--- src/rtl/uart_pkg.sv ---
// uart_pkg: definitions shared by the UART transmitter files.
//   UART_DATA_BITS   : data bits per frame (8).
//   uart_tx_state_t  : transmitter FSM state encoding.
//   uart_div()       : clock cycles per bit, clk_freq / baud with truncation.
// Optional feature macro: UART_TX_PARITY_EN adds the PARITY state.
package uart_pkg;

  localparam int UART_DATA_BITS = 8;

  typedef enum logic [2:0] {
    ST_IDLE   = 3'd0,
    ST_START  = 3'd1,
    ST_DATA   = 3'd2,
`ifdef UART_TX_PARITY_EN
    ST_PARITY = 3'd3,
`endif
    ST_STOP   = 3'd4
  } uart_tx_state_t;

  function automatic int uart_div(input int clk_freq, input int baud);
    return clk_freq / baud;
  endfunction

endpackage

--- src/rtl/uart_tx_fifo.sv ---
// uart_tx_fifo: synchronous FIFO feeding the transmitter.
// Ports:
//   clk, rst     : clock (rising edge), asynchronous active-low reset (flushes)
//   push, din    : write request and data; ignored while full
//   pop, dout    : read request and head-of-queue data; ignored while empty
//   full, empty  : occupancy flags from the registered count
//   count        : number of stored entries
// fifo_depth must be a power of two so the pointers wrap naturally.
module uart_tx_fifo #(
  parameter int  fifo_depth = 4,
  parameter int  width      = 8,
  localparam int PTR_W      = $clog2(fifo_depth),
  localparam int CNT_W      = PTR_W + 1
) (
  input  logic             clk,
  input  logic             rst,
  input  logic             push,
  input  logic [width-1:0] din,
  input  logic             pop,
  output logic [width-1:0] dout,
  output logic             full,
  output logic             empty,
  output logic [CNT_W-1:0] count
);

  logic [width-1:0] mem_q [fifo_depth];
  logic [PTR_W-1:0] wr_ptr_q, wr_ptr_d;
  logic [PTR_W-1:0] rd_ptr_q, rd_ptr_d;
  logic [CNT_W-1:0] count_q, count_d;
  logic             do_push, do_pop;

  assign full  = (count_q == CNT_W'(fifo_depth));
  assign empty = (count_q == '0);
  assign count = count_q;
  assign dout  = mem_q[rd_ptr_q];

  always_comb begin
    do_push  = push && !full;
    do_pop   = pop && !empty;
    wr_ptr_d = do_push ? wr_ptr_q + PTR_W'(1) : wr_ptr_q;
    rd_ptr_d = do_pop  ? rd_ptr_q + PTR_W'(1) : rd_ptr_q;
    count_d  = count_q;
    case ({do_push, do_pop})
      2'b10:   count_d = count_q + CNT_W'(1);
      2'b01:   count_d = count_q - CNT_W'(1);
      default: count_d = count_q;
    endcase
  end

  always_ff @(posedge clk or negedge rst) begin
    if (!rst) begin
      wr_ptr_q <= '0;
      rd_ptr_q <= '0;
      count_q  <= '0;
    end else begin
      wr_ptr_q <= wr_ptr_d;
      rd_ptr_q <= rd_ptr_d;
      count_q  <= count_d;
    end
  end

  // Storage needs no reset: an entry is only read after it was written.
  always_ff @(posedge clk) begin
    if (do_push) mem_q[wr_ptr_q] <= din;
  end

endmodule

--- src/rtl/uart_tx.sv ---
// uart_tx: byte-wide UART transmitter, 8N1 (8E1 with UART_TX_PARITY_EN).
// Ports:
//   clk       : system clock, rising edge
//   rst       : asynchronous active-low reset; forces the line high, flushes FIFO
//   tx_data   : byte to send
//   tx_valid  : tx_data valid
//   tx_ready  : FIFO can accept a byte
//   uart_txd  : registered serial line, idles high, LSB first
//   tx_busy   : a frame is in progress or the FIFO holds bytes
// Handshake: a byte is taken on every rising edge where tx_valid && tx_ready;
// tx_ready depends only on the registered FIFO count, never on tx_valid.
// Optional feature macro: UART_TX_PARITY_EN (even parity bit after bit 7).
module uart_tx
  import uart_pkg::*;
#(
  parameter int clk_freq       = 50_000_000,
  parameter int uart_baud_rate = 115200,
  parameter int fifo_depth     = 4
) (
  input  logic       clk,
  input  logic       rst,
  input  logic [7:0] tx_data,
  input  logic       tx_valid,
  output logic       tx_ready,
  output logic       uart_txd,
  output logic       tx_busy
);

  localparam int DIV    = uart_div(clk_freq, uart_baud_rate);
  localparam int BAUD_W = (DIV < 2) ? 1 : $clog2(DIV);
  localparam int BIT_W  = $clog2(UART_DATA_BITS);
  localparam int CNT_W  = $clog2(fifo_depth) + 1;

  if (DIV < 2) begin : g_div_check
    $error("uart_tx: clk_freq / uart_baud_rate must be at least 2");
  end
  if (fifo_depth < 2 || (fifo_depth & (fifo_depth - 1)) != 0) begin : g_depth_check
    $error("uart_tx: fifo_depth must be a power of two and at least 2");
  end

  uart_tx_state_t      state_q, state_d;
  logic [BAUD_W-1:0]   baud_q, baud_d;
  logic [BIT_W-1:0]    bit_q, bit_d;
  logic [7:0]          shift_q, shift_d;
  logic                txd_q, txd_d;
  logic                baud_wrap;
  logic                fifo_push, fifo_pop;
  logic                fifo_full, fifo_empty;
  logic [7:0]          fifo_dout;
  logic [CNT_W-1:0]    fifo_count;
`ifdef UART_TX_PARITY_EN
  logic                parity_q, parity_d;
`endif

  assign fifo_push = tx_valid && tx_ready;
  assign tx_ready  = !fifo_full;
  assign uart_txd  = txd_q;
  assign tx_busy   = (state_q != ST_IDLE) || (fifo_count != '0);
  assign baud_wrap = (baud_q == BAUD_W'(DIV - 1));

  uart_tx_fifo #(
    .fifo_depth (fifo_depth),
    .width      (8)
  ) u_fifo (
    .clk   (clk),
    .rst   (rst),
    .push  (fifo_push),
    .din   (tx_data),
    .pop   (fifo_pop),
    .dout  (fifo_dout),
    .full  (fifo_full),
    .empty (fifo_empty),
    .count (fifo_count)
  );

  always_comb begin
    state_d  = state_q;
    bit_d    = bit_q;
    shift_d  = shift_q;
    fifo_pop = 1'b0;
    // Outside IDLE the baud counter free-runs and wraps each bit period.
    baud_d   = baud_wrap ? '0 : baud_q + BAUD_W'(1);
`ifdef UART_TX_PARITY_EN
    parity_d = parity_q;
`endif

    case (state_q)
      ST_IDLE: begin
        baud_d = '0;
        if (!fifo_empty) begin
          fifo_pop = 1'b1;
          shift_d  = fifo_dout;
          bit_d    = '0;
          state_d  = ST_START;
`ifdef UART_TX_PARITY_EN
          parity_d = ^fifo_dout;
`endif
        end
      end
      ST_START: begin
        if (baud_wrap) state_d = ST_DATA;
      end
      ST_DATA: begin
        if (baud_wrap) begin
          shift_d = shift_q >> 1;
          if (bit_q == BIT_W'(UART_DATA_BITS - 1)) begin
`ifdef UART_TX_PARITY_EN
            state_d = ST_PARITY;
`else
            state_d = ST_STOP;
`endif
          end else begin
            bit_d = bit_q + BIT_W'(1);
          end
        end
      end
`ifdef UART_TX_PARITY_EN
      ST_PARITY: begin
        if (baud_wrap) state_d = ST_STOP;
      end
`endif
      ST_STOP: begin
        // A waiting byte chains straight into its start bit (no idle bit).
        if (baud_wrap) begin
          if (!fifo_empty) begin
            fifo_pop = 1'b1;
            shift_d  = fifo_dout;
            bit_d    = '0;
            state_d  = ST_START;
`ifdef UART_TX_PARITY_EN
            parity_d = ^fifo_dout;
`endif
          end else begin
            state_d = ST_IDLE;
          end
        end
      end
      default: begin
        state_d = ST_IDLE;
        baud_d  = '0;
      end
    endcase

    // Line value follows the current state; registering it one cycle later
    // keeps uart_txd glitch-free.
    case (state_q)
      ST_START:  txd_d = 1'b0;
      ST_DATA:   txd_d = shift_q[0];
`ifdef UART_TX_PARITY_EN
      ST_PARITY: txd_d = parity_q;
`endif
      default:   txd_d = 1'b1;
    endcase
  end

  always_ff @(posedge clk or negedge rst) begin
    if (!rst) begin
      state_q  <= ST_IDLE;
      baud_q   <= '0;
      bit_q    <= '0;
      shift_q  <= '0;
      txd_q    <= 1'b1;
`ifdef UART_TX_PARITY_EN
      parity_q <= 1'b0;
`endif
    end else begin
      state_q  <= state_d;
      baud_q   <= baud_d;
      bit_q    <= bit_d;
      shift_q  <= shift_d;
      txd_q    <= txd_d;
`ifdef UART_TX_PARITY_EN
      parity_q <= parity_d;
`endif
    end
  end

endmodule
--- config.mk ---
export PLATFORM = sky130hd
export DESIGN_NAME = uart_tx
export DESIGN_NICKNAME = d
export VERILOG_FILES = /design/src/rtl/uart_pkg.sv /design/src/rtl/uart_tx_fifo.sv /design/src/rtl/uart_tx.sv
export SDC_FILE = /design/constraint.sdc
export NUM_CORES = 1
export LEC_CHECK = 0
export BUFFER_PORTS_ARGS = -buffer_cell sky130_fd_sc_hd__buf_2
export CORE_MARGIN = 5
export CORE_UTILIZATION = 50
export DETAILED_ROUTE_END_ITERATION = 12
export PLACE_DENSITY = 0.79
export SYNTH_ARGS = -nofsm -noshare
export SYNTH_HDL_FRONTEND = slang
export SYNTH_HIERARCHICAL = 1
export SYNTH_SLANG_ARGS = --single-unit
--- constraint.sdc ---
create_clock -name clk -period 5.77 [get_ports clk]
set_input_delay 0.8655 -clock clk [delete_from_list [all_inputs] [get_ports clk]]
set_output_delay 0.8655 -clock clk [all_outputs]
set_load 0.01 [all_outputs]
# [After elaboration in Yosys (flattened, before gate mapping)]
# Memory sizes are Yosys's and may differ from the RTL's.
# Cells that the tools add are included.
[word_totals] reg_bits=31 mem_bits_rw=32 input_bits=11 mem_count=1
[classes] n_addsub=6 eq_ne=14 muxes=25 reduce_logical=16
[mem_list] memory="u_fifo.mem_q" depth=4 word_bits=8 read_ports=1 rd_ports_with_merged_regs=0 wr=1 line="uart_tx_fifo.sv:26" text="logic [width-1:0] mem_q [fifo_depth];"
[op_table] cell="$mux W3" count=9
[op_table] cell="$mux W8" count=3
[op_table] cell="$pmux W8 S3" count=1
[op_table] cell="$mux W9" count=2
[op_table] cell="$ne A2 B2 Y1 const B" count=6
[op_table] cell="$pmux W3 S4" count=1
[op_table] cell="$add A9 B1 Y9 const B" count=1
[op_table] cell="$eq A3 B3 Y1 const B" count=3
[op_table] cell="$eq A9 B9 Y1 const B" count=1
[op_table] cell="$pmux W3 S3" count=1
[op_table] cell="$reduce_bool A3 Y1" count=3
[op_table] cell="$add A3 B1 Y3 const B" count=2
[op_table] cell="$logic_not A3 Y1" count=2
[op_table] cell="$pmux W3 S2" count=1
[op_table] cell="$mux W1" count=5
[op_table] cell="$reduce_and A5 Y1" count=1
[op_table] cell="$add A2 B1 Y2 const B" count=2
[op_table] cell="$pmux W1 S2" count=2
[op_table] cell="$reduce_and A4 Y1" count=1
[op_table] cell="$eq A3 B1 Y1 const B" count=1
[op_table] cell="$eq A3 B2 Y1 const B" count=1
[op_table] cell="$logic_and A1 B1 Y1" count=3
[op_table] cell="$reduce_and A3 Y1" count=1
[op_table] cell="$reduce_or A3 Y1" count=1
[op_table] cell="other kinds (6)" count=7

# [Depth between registers and ports, before layout]
[depth] ltp_word=7 mapped_depth=13 mapped_depth_nobuf=13

# [Cells and area by module]
# The synthesis kept the hierarchy.
[by_module_without_submodules] mod="uart_tx_fifo" instances=1 cells_per_inst=80 area_each_um2=1584.0 seq_area_each_um2=1136.1
[by_module_without_submodules] mod="uart_tx" instances=1 cells_per_inst=115 area_each_um2=1302.5 seq_area_each_um2=601.8

# [Worst setup path before layout]
# OpenSTA, ideal clock, no wires.
[synth_timing] kind="register to register" startpoint="register baud_q[1]" endpoint="register u_fifo.count_q[2] (netlist: u_fifo/count[2])" setup_ns=0.079 t_arrival_ns=2.439 required_ns=5.691 setup_slack_ns=3.252 stages_incl_launch_ff=14 n_path_buf=0 synth_period_minus_slack_ns=2.518 path_cell_list="dfrtp_1 -> inv_1 -> ha_1 -> and4b_1 -> nand4_1 -> and2_1 -> nor4_1 -> o31a_2 -> ha_1 -> inv_1 -> fa_1 -> xor2_1 -> nor2_1 -> xor2_1"
[synth_between] elab_chain_len=6 word_cells_on_any_way=8 classes_between="eq/ne (3); mux (3); reduce/logical (2)"
[synth_lines] item="start, declared" line="uart_tx.sv:42" text="logic [BAUD_W-1:0] baud_q, baud_d;"
[synth_lines] item="start signal, assigned" line="uart_tx.sv:168" text="baud_q <= baud_d;"
[synth_lines] item="$eq A9 B9 Y1 *" line="uart_tx.sv:59" text="assign baud_wrap = (baud_q == BAUD_W'(DIV - 1));"
[synth_lines] item="$mux W1 *" line="uart_tx.sv:124" text="if (baud_wrap) begin"
[synth_lines] item="$pmux W1 S2 *" line="uart_tx.sv:87" text="case (state_q)"
[synth_lines] item="net fifo_pop" line="uart_tx.sv:47" text="logic fifo_push, fifo_pop;"
[synth_lines] item="$logic_and A1 B1 Y1 *" line="uart_tx_fifo.sv:39" text="do_pop = pop && !empty;"
[synth_lines] item="net u_fifo.do_pop" line="uart_tx_fifo.sv:30" text="logic do_push, do_pop;"
[synth_lines] item="$eq A2 B1 Y1 / $eq A2 B2 Y1 (equally long branches)" line="uart_tx_fifo.sv:43" text="case ({do_push, do_pop})"
[synth_lines] item="$pmux W3 S2 / $reduce_bool A2 Y1 (equally long branches)"
[synth_lines] item="end signal, assigned" line="uart_tx_fifo.sv:58" text="count_q <= count_d;"
[synth_lines] item="end, declared" line="uart_tx_fifo.sv:29" text="logic [CNT_W-1:0] count_q, count_d;"
# The timed path passes the listed nets; every way through them passes the cells marked *.
# A chain may end at the register's enable or synchronous reset.

# [Worst setup path after layout]
# Ends and elaborated chain as after synthesis.

==> summary.md <==
| Metric | Value |
|---|---|
| Critical Path RT | approximately 6000 ps |
| Synth Flop Type | edfxtp_1 |
| Data arrival time of the critical path | 2980 ps |
| Setup TNS | 0 ps |
| Clk_lat worst skew | ~340 ps |
| Final period util | 0.470 |
| Sequential fraction of the synthesis area | 0.602 |
| Initial antenna violation count | 0 |
| DRC viols | 0 |
| Overflow after GRT | 0 |
| GRT met2 Usage | 0.199 |
| YS warnings | 6 |
| Clock tree buffer depth | 2 |
| Cell leakage power | 1.32 nW |
| Vias in the first global route | 1,498 |
| Reg2Reg Capture Point | u_fifo/count[2]$_DFFE_PN0P_ |
| EDFF count, synth | 32 |
| WL final | 4470 um |
| CP Launch Type | flip-flop |
| DP Wirelength | 2970 um |
| Gpl congestion | around 0.78 |
| Avg Inst Size Synth | 14.8 um2 |
| Grt met3 use | 0.0451 |
| Initial Util | 0.518 |
| #FFs+latches synth | 63 |
| Htree depth | 3 |
| RSZ-0062 raised after global routing | no |
| Ys async rst share | 0.492 |
| CP max FO | 4 |
| Syn_nets | 216 |
| Root buffer cell | clkbuf_8 |
| Max Cap Viol | 0 |
| Critical R2R Launch | baud_q[1]$_DFF_PN0_ |
| Final number of hold-violating endpoints | 0 |
| WS Path Type | reg -> reg |
| Max-Slew Margin vs Limit | 0.493 |
| Detailed Route Iter0 Violations | between 80 and 90 |
| Fillcell total | 428 |
| Clk pin slew, worst setup/hold paths | 70 ps |
| Wire length of the first global-routing pass | 7850 um |
| Leading area contributor after synthesis | edfxtp_1 |
| Largest net degree at the start of global routing | 32 |
| Measured slew at the worst slew-check pin | 760 ps |
| Status | complete, no violations |
| Top-area cell type share of the netlist area | 0.333 |
| DRT Pass-1 Iters | 4 |
| Die width | 86.0 um |
| Synth area leaders | edfxtp_1 33%, dfrtp_1 26%, mux4_2 6.2% |
| Layout Skew | 11.1 ps |
| Hold WS | slightly above 500 ps |
| Layout area overhead | 12.2% |
| Post-CTS sizing | 0 |
| VDD IR max | 282 uV |
| Share of layout cells above drive strength 1 | 0.303 |
| ANT cells | 0 |
| Final setup fails | 0 |
| Post-route ant nets | 0 |
| Area of the mapped netlist | 0.00289 mm2 |
| Num CTS Buffers | 9 |
| Post-DR wirelength/cell | around 15 um |
| Met1 Use GR | 0.197 |
| Core Area | 0.00557 mm2 |
| Global Route Usage Sum | 0.142 |
| Final #Nets | 234 |
| WHS Endpoint | shift_q[0]$_DFFE_PN0P_ |
| Register-to-Register Path Depth | 13 |
| Die H | between 80 and 90 um |
| CTS tree | yes |
| R2R setup slack | 3060 ps |
| Min Clock Period, post-route | roughly 2700 ps |
| Critical Path Sink Type | flip-flop |
| Hold Path Depth | 1 |
| Vias per cell | 5.29 |
| PwrDens | 363 mW/mm2 |
| Post-CTS Setup Bufs | 0 |
| Cells after Synth | 195 |
| Synth unique cells | 45 |
| Core Rows | 27 |
| Hold path startpoint | shift_q[0]$_DFFE_PN0P_ |
| Design area | 0.00324 mm2 |
| Port bufs | 13 |
| Clock Sinks | 63 |
| Busiest grt layer | met2 |
| Seq. cell area | 0.00174 mm2 |
| Final Max Slew Viols | 0 |
| DR vias | 1,533 |
| Post-place instance area | 0.00301 mm2 |
| Multi-input logic area | ~0.0011 mm2 |
| Hold buffers post-CTS | 0 |
| Full die area | 0.00739 mm2 |
| Max Freq | ~370 MHz |
| I/O Pins | 14 |
| Min-delay worst type | reg -> reg |
==> metrics by stage <==
step / setup slack (ps) / util / total power, mW / instances
floorplan: 3250 / - / 0.703 / 195
global placement: 3130 / 0.540 / 0.743 / 274
detailed placement: 3060 / 0.540 / 0.752 / 274
CTS: 3040 / 0.581 / 1.19 / 290
global route: 2800 / 0.581 / 1.24 / 290
finish: 3060 / 0.581 / 1.18 / 290
==> per-layer routing <==
layer | up-vias | part of all wire
li1 | 745 | -
met4 | 0 | 0.021
met5 | - | 0
met3 | 9 | 0.041
met1 | 751 | 0.47
met2 | 28 | 0.47
==> sequential cells by signal (all words and copies together), names as in the netlist <==
name	flops
u_fifo/mem_q	32
baud_q	9
shift_q	8
bit_q	3
state_q	3
u_fifo/count	3
u_fifo/rd_ptr_q	2
u_fifo/wr_ptr_q	2
uart_txd	1
==> cells by family (layout without fill, tap and decap cells) <==
family,Yosys count,after routing,share of synthesized area
compound gates,13,13,0.0394
xor+xnor,13,13,0.0394
fa+ha+maj,10,10,0.0459
buf+inv,18,41,0.0277
flops,63,63,0.602
mux,25,25,0.139
simple gates,53,53,0.107
==> cells in the mapped netlist, types with 2 or more instances <==
cell type / number
edfxtp_1: 32
dfrtp_1: 30
nor2_1: 14
inv_1: 11
ha_1: 9
mux2_4: 8
mux4_2: 8
xnor2_1: 8
mux2_2: 7
nor2b_1: 7
nand2_1: 6
xor2_1: 5
and3_1: 4
and3_2: 4
buf_2: 4
nand3_1: 3
a21oi_1: 2
a221o_1: 2
nand4_1: 2
nor3_1: 2
nor4_1: 2
o21ai_0: 2
==> critical path, stage by stage (launching register included) <==
cell	delay [ps]
dfrtp_1	410
inv_1	60
ha_1	120
and4b_1	210
nand4_1	180
and2_1	240
nor4_1	170
o31a_2	220
ha_1	180
inv_1	60
fa_1	370
xor2_1	150
nor2_1	110
xor2_1	150
==> how the worst max path moves through the flow <==
stage / startpoint / cells past startpoint / endpoint
after global routing: baud_q[1]$_DFF_PN0_ / 13 / u_fifo/count[2]$_DFFE_PN0P_
after global placement: baud_q[1]$_DFF_PN0_ / 13 / u_fifo/count[2]$_DFFE_PN0P_
after floorplan: baud_q[1]$_DFF_PN0_ / 13 / u_fifo/count[2]$_DFFE_PN0P_
after detailed placement: baud_q[1]$_DFF_PN0_ / 13 / u_fifo/count[2]$_DFFE_PN0P_
after CTS: baud_q[1]$_DFF_PN0_ / 13 / u_fifo/count[2]$_DFFE_PN0P_
final: baud_q[1]$_DFF_PN0_ / 13 / u_fifo/count[2]$_DFFE_PN0P_
==> cell type report <==
cell class	count	area share
clock buffer	9	0.0383
clock inverter	7	0.0321
inverter	11	0.0128
multi-input combinational	114	0.330
sequential	63	0.537
tap	72	0.0278
timing repair buffer	14	0.0224
==> power breakdown <==
group	switching (mW)	internal, mW
logic	0.0863	0.0782
registers	0.0339	0.543
clock network	0.186	0.248
total	0.306	0.870
==> cell usage in the layout, fill, tap and decap left out, drive strengths merged, types with 2 or more instances in the layout <==
cell,n
ha,9
nand3,3
xor2,5
dfrtp,30
nor2,14
and2,2
inv,13
buf,14
nand2,6
edfxtp,32
nor2b,7
nor3,2
xnor2,8
mux4,8
nand4,2
a221o,2
and3,8
clkinv,3
clkbuf,9
mux2,16
bufinv,2
a21oi,3
o21ai,2
nor4,3
No activity file was read; power rests on OpenSTA's default activity.
